## src/rtl/song_reader.sv

```systemverilog
// song_reader: walks the selected song's {note, duration} entries in the song ROM and hands them to the note player.
// Latency: play in IDLE -> new_note 3 cycles later; accepted note_done -> next new_note 3 cycles later.
// Backpressure: waits indefinitely for note_done; play low parks the walker at the next state boundary.
// Optional feature macro: SONG_READER_AUTOADVANCE_EN (song index advances on end of song).
module song_reader #(
  parameter int SONG_BITS = 2,
  parameter int NOTE_BITS = 5,
  parameter int NOTE_W    = 6,
  parameter int DUR_W     = 6
) (
  input  logic                           clk,
  input  logic                           reset,
  input  logic                           play,
  input  logic                           reset_play,
  input  logic                           nextsong,
  input  logic                           note_done,
  output logic [SONG_BITS+NOTE_BITS-1:0] rom_addr,
  input  logic [NOTE_W+DUR_W-1:0]        rom_data,
  output logic [NOTE_W-1:0]              note,
  output logic [DUR_W-1:0]               duration,
  output logic                           new_note,
  output logic                           song_done,
  output logic [SONG_BITS-1:0]           song
);

  typedef enum logic [2:0] {
    IDLE,
    FETCH,
    WAIT_ROM,
    ISSUE,
    WAIT_NOTE,
    DONE
  } state_t;

  state_t               state, state_nxt;
  logic [NOTE_BITS-1:0] note_idx, note_idx_nxt;
  logic [SONG_BITS-1:0] song_nxt, song_on_done;
  logic [NOTE_W-1:0]    note_nxt;
  logic [DUR_W-1:0]     duration_nxt;
  logic                 new_note_nxt;
  logic                 song_done_nxt;

  logic [NOTE_W-1:0]    rom_note;
  logic [DUR_W-1:0]     rom_dur;

  assign rom_note = rom_data[NOTE_W+DUR_W-1:DUR_W];
  assign rom_dur  = rom_data[DUR_W-1:0];

  // The address is built straight from the song/index registers, so it is
  // stable for as long as the walker sits on one entry.
  assign rom_addr = {song, note_idx};

`ifdef SONG_READER_AUTOADVANCE_EN
  assign song_on_done = song + SONG_BITS'(1);
`else
  assign song_on_done = song;
`endif

  // State and output registers; synchronous reset.
  always_ff @(posedge clk) begin
    if (reset) begin
      state     <= IDLE;
      note_idx  <= '0;
      song      <= '0;
      note      <= '0;
      duration  <= '0;
      new_note  <= 1'b0;
      song_done <= 1'b0;
    end else begin
      state     <= state_nxt;
      note_idx  <= note_idx_nxt;
      song      <= song_nxt;
      note      <= note_nxt;
      duration  <= duration_nxt;
      new_note  <= new_note_nxt;
      song_done <= song_done_nxt;
    end
  end

  // Next-state logic. The ROM word is judged on the WAIT_ROM -> ISSUE edge so
  // the registered strobes land three cycles after the fetch was launched.
  // ISSUE is entered either with the strobe up (entry handed over) or with it
  // down (play was low, so the entry is re-fetched once play returns).
  always_comb begin
    state_nxt     = state;
    note_idx_nxt  = note_idx;
    song_nxt      = song;
    note_nxt      = note;
    duration_nxt  = duration;
    new_note_nxt  = 1'b0;
    song_done_nxt = 1'b0;

    if (nextsong) begin
      song_nxt     = song + SONG_BITS'(1);
      note_idx_nxt = '0;
      state_nxt    = IDLE;
    end else if (reset_play) begin
      note_idx_nxt = '0;
      state_nxt    = IDLE;
    end else begin
      case (state)
        IDLE: begin
          if (play) state_nxt = FETCH;
        end
        FETCH: begin
          state_nxt = WAIT_ROM;
        end
        WAIT_ROM: begin
          state_nxt = ISSUE;
          if (play) begin
            if (rom_dur == '0) begin
              state_nxt     = DONE;
              song_done_nxt = 1'b1;
              song_nxt      = song_on_done;
            end else begin
              note_nxt     = rom_note;
              duration_nxt = rom_dur;
              new_note_nxt = 1'b1;
            end
          end
        end
        ISSUE: begin
          if (new_note)  state_nxt = WAIT_NOTE;
          else if (play) state_nxt = FETCH;
        end
        WAIT_NOTE: begin
          if (note_done && play) begin
            if (note_idx == '1) begin
              state_nxt     = DONE;
              song_done_nxt = 1'b1;
              song_nxt      = song_on_done;
            end else begin
              note_idx_nxt = note_idx + NOTE_BITS'(1);
              state_nxt    = FETCH;
            end
          end
        end
        DONE: begin
          state_nxt = DONE;
        end
        default: begin
          state_nxt = IDLE;
        end
      endcase
    end
  end

endmodule

```

## config.mk

```make
export PLATFORM = sky130hd
export DESIGN_NAME = song_reader
export DESIGN_NICKNAME = d
export VERILOG_FILES = /design/src/rtl/song_reader.sv
export SDC_FILE = /design/constraint.sdc
export NUM_CORES = 1
export LEC_CHECK = 0
export BUFFER_PORTS_ARGS = -buffer_cell sky130_fd_sc_hd__clkbuf_2
export CORE_ASPECT_RATIO = 1.5
export CORE_MARGIN = 4
export CORE_UTILIZATION = 48
export DETAILED_ROUTE_END_ITERATION = 10
export PLACE_DENSITY = 0.77
export SYNTH_ARGS = -nofsm -noshare
export SYNTH_HDL_FRONTEND = slang
export SYNTH_SLANG_ARGS = --single-unit
```

## constraint.sdc

```tcl
create_clock -name clk -period 2.4 [get_ports clk]
set_clock_uncertainty 0.2 [all_clocks]
set_input_delay 0.48 -clock clk [delete_from_list [all_inputs] [get_ports clk]]
set_output_delay 0.48 -clock clk [all_outputs]
set_load 0.01 [all_outputs]
```

## Word level (Yosys, flattened, before mapping)

Cells that the tools add are included.
Widths: inputs -> output; s select.

| cells by class | value |
|---|---|
| bitwise logic cells | 6 |
| add/sub/neg operators | 2 |
| reductions and logical operators | 7 |
| muxes and demuxes | 13 |
| equality and inequality tests | 7 |

Operator list:

| operator | number |
|---|---|
| $mux 3 | 6 |
| $pmux 3 s6 | 1 |
| $eq 3x2->1 const B | 2 |
| $eq 3x3->1 const B | 2 |
| $logic_not 6->1 | 1 |
| $not 1->1 | 6 |
| $add 5x1->5 const B | 1 |
| $eq 5x5->1 const B | 1 |
| $mux 1 | 5 |
| $reduce_and 5->1 | 1 |
| $reduce_or 5->1 | 1 |
| $eq 3x1->1 const B | 1 |
| $logic_not 3->1 | 1 |
| $reduce_and 3->1 | 1 |
| $reduce_or 3->1 | 1 |
| $add 2x1->2 const B | 1 |
| $ne 2x2->1 const B | 1 |
| $pmux 1 s2 | 1 |
| $logic_and 1x1->1 | 1 |

| word-level totals | value |
|---|---|
| logic and storage cells | 42 |
| register bits after elaboration | 24 |

## Longest topological paths before layout

| logic depth | value |
|---|---|
| depth in word-level cells | 4 |
| depth in mapped cells | 6 |
| mapped depth without buffers | 6 |

## Worst setup path before layout

Ideal clock, no wire load.

| path | value |
|---|---|
| path kind | reg-to-reg |
| start point | register note_idx[0] |
| end point | register note_idx[3] |
| slack | 360 ps |
| data arrival time | 1769 ps |
| cell stages (with the launch flop) | 7 |
| setup time | 70 ps |
| required time | 2130 ps |
| clock period less this slack | 2040 ps |
| path through | dfxtp_1 ha_1 and3_1 ha_1 nand3b_1 or4_1 a21oi_1 |

| between the ends | value |
|---|---|
| cells in the longest elaborated chain, start to end | 3 |

RTL lines:

| element | line | text |
|---|---|---|
| start: declaration | 36 | `logic [NOTE_BITS-1:0] note_idx, note_idx_nxt;` |
| start signal: assignment | 71 | `note_idx <= note_idx_nxt;` |
| branches (longest 3 deep; another with $add 5x1->5) | -- |  |

Parallel ways; which one is timed is not known.
A chain may end at the register's enable or synchronous reset.

## Worst setup path after layout

Same ends and word-level chain as after synthesis.

==> impl_metrics.yaml <==
power_and_ir_drop:
  cellPowerDensity_nw_per_um2: 487
  p_leak_uw: 0.000564
  peakVddDrop_v: 0.000344
global_routing:
  grt_start_max_net_pins: 28
  met1_usage_pct: 15.9
  first_global_vias: 931
  busiest_layer: "met2"
  grt_overflow: 0
  antenna_found_initial: 0
  grt.total_usage_pct: 14.4
  grtUsageMet2_pct: 27.0
  grt_use_met3_pct: 3.87
  grt_pass1_wl_mm: 3.92
place:
  gp_congestion: 0.791
  place_ws_ps: 224
  portBuffers: 40
  dp.cells: 179
  hpwl_mm: 1.77
sta:
  maxSlewViolCount: 0
  hold_viol: 0
  rsz0062_at_grt: "false"
  fin_crit_ps: 2190
  worstMarginPinSlew_ps: 648
  clock.fmax_mhz: 457
  setup_viol: 0
  setup_slack_ps: 213
  fin_crit_sh_pct: 91.1
  relSlewSlack_pct: 56.8
  timing.setup.tns_ps: 0
clocking:
  clk_pin_slew_ps: 130
  post-cts-setup-buffers: 0
  cts_buffers: 3
  hold_buffers: 0
  cts_tree: "done"
  cts_max_level: 1
  cts_resized: 0
  cts.sinks: 24
  cts_max_path_buffers: 2
  cts-root-buf: "clkbuf_4"
  clock_latency_ps: 300
run_status:
  outcome: "completed"
route:
  drt_iter0_markers: 20
  wl_per_cell_um: 12.3
  wl_mm: 2.24
  antenna_left: 0
  vias: 985
  drc_errors: 0
  via_per_inst: 5.38
  first_pass_iters: 4
synthesis:
  yosys_register_bits: 24
  synth_edf_count: 0
  synth_top_area_share_pct: 41.0
  synth_area_leader_cell: "dfxtp_1"
  syn_nets: 145
  syn-instance-count: 125
  synthTopCellsByCount: "dfxtp_1 (24), nand2b_1 (24), mux2i_1 (10)"
  async_flop_share_pct: 0
  synth_warnings: 0
  syn_area_per_cell_um2: 9.38
  syn_area_um2: 1170
  synthTopCellsByArea: "dfxtp_1 (41%), nand2b_1 (13%), mux2i_1 (8.5%), a21oi_1 (2.6%), nand4b_1 (2.2%)"
  synth_ff_type: "dfxtp_1"
  synth-seq-area-share_pct: 41.0
  yosysUniqueCellTypes: 38
die:
  ios: 41
  die_area_um2: 3310
  initial_core_util_pct: 51.3
  core_um2: 2290
  row_count: 21
  dieHeight_um: 68.5
  die_x_um: 48.4
job:
  maxCapViolCount: 0
cells_and_area:
  nNetsFinal: 181
  drive_above_1_share_pct: 30.0
  diodes: 0
  final_cells: 183
  area_growth_pct: 17.9
  final_util_pct: 60.5
  fillers: 212
setup_path:
  cp-end-kind: "flop"
  worstPathMaxFanout: 8
  start_kind: "flop"
  required_ps: 2450
  crit_arrival_ps: 2230
  critPathKind: "flop to flop"
worst_hold_path:
  hp-class: "input pin to flop"
==> per-layer routing <==
layer / part of all wire [%] / routed length [µm] / vias up
met3: 5.4 / 122 / 2
met4: 0.62 / 14 / 0
met5: 0 / 0 / -
met1: 44 / 978 / 448
met2: 50 / 1130 / 25
li1: - / - / 510
==> layout by cell type, fill, tap and decap left out, types with 2 or more instances in the layout <==
cell type and count:
a21oi_1 6, clkbuf_2 40, clkbuf_4 3, dfxtp_1 24, ha_1 2, mux2i_1 10, nand2_1 3, nand2b_1 24
nand3_1 4, nand4b_1 3, nor2_1 5, nor4_1 2, o21ai_0 4, o21ai_1 2, o31ai_1 2, or3_1 2
or4_1 3
==> power by group <==
part	total, µW	switching (µW)	internal, µW
logic	60.8	30.3	30.5
clock network	206	114	92.4
registers	407	4.37	402
==> through the flow <==
stage | hold WS [ps] | total power, µW | cell area, µm²
4_1_cts | 197 | 683 | 1380
5_1_grt | 196 | 713 | 1380
6_report | 204 | 674 | 1380
3_5_place_dp | 263 | 477 | 1350
2_1_floorplan | 286 | 452 | 1170
3_3_place_gp | 257 | 475 | 1350
==> registers in the layout, indices dropped and copies added (netlist names) <==
register / flops
note: 6
song_done: 1
song: 2
new_note: 1
state: 3
duration: 6
note_idx: 5
==> worst max-delay path, stage by stage, from the launching register on <==
cell      delay (ps)
dfxtp_1          370
ha_1             220
and3_1           200
ha_1             220
nand3b_1         280
or4_1            510
a21oi_1          140
==> final timing paths <==
kind	cells after the start	endpoint	slack, ps	startpoint
hold reg to reg	2	note[5]$_SDFFE_PP0P_	280	note[5]$_SDFFE_PP0P_
setup / recovery	6	note_idx[3]$_SDFFE_PP0P_	210	note_idx[0]$_SDFFE_PP0P_
hold / removal	3	note[5]$_SDFFE_PP0P_	200	rom_data[11]
setup reg to reg	6	note_idx[3]$_SDFFE_PP0P_	210	note_idx[0]$_SDFFE_PP0P_
==> final cells by class <==
cell class / count / area (µm²) / share of cell area, %
clock buffers: 4 / 36.3 / 2.62
repair buffers: 41 / 208 / 15.0
flip-flops and latches: 24 / 480 / 34.8
inverters: 1 / 3.75 / 0.271
multi-input cells: 90 / 626 / 45.2
well taps: 23 / 28.8 / 2.08
==> cell families after synthesis <==
family	count (synthesis)	synth area share (%)
and+or+nand+nor	56	30.3
muxes	10	8.54
DFF	24	41.0
buffers and inverters	11	5.66
xor gates and xnor gates	2	1.49
adders and majority gates	2	2.13
AOI/OAI and AO/OA	20	10.9
Note: power is estimated with default switching activity, not from simulation.
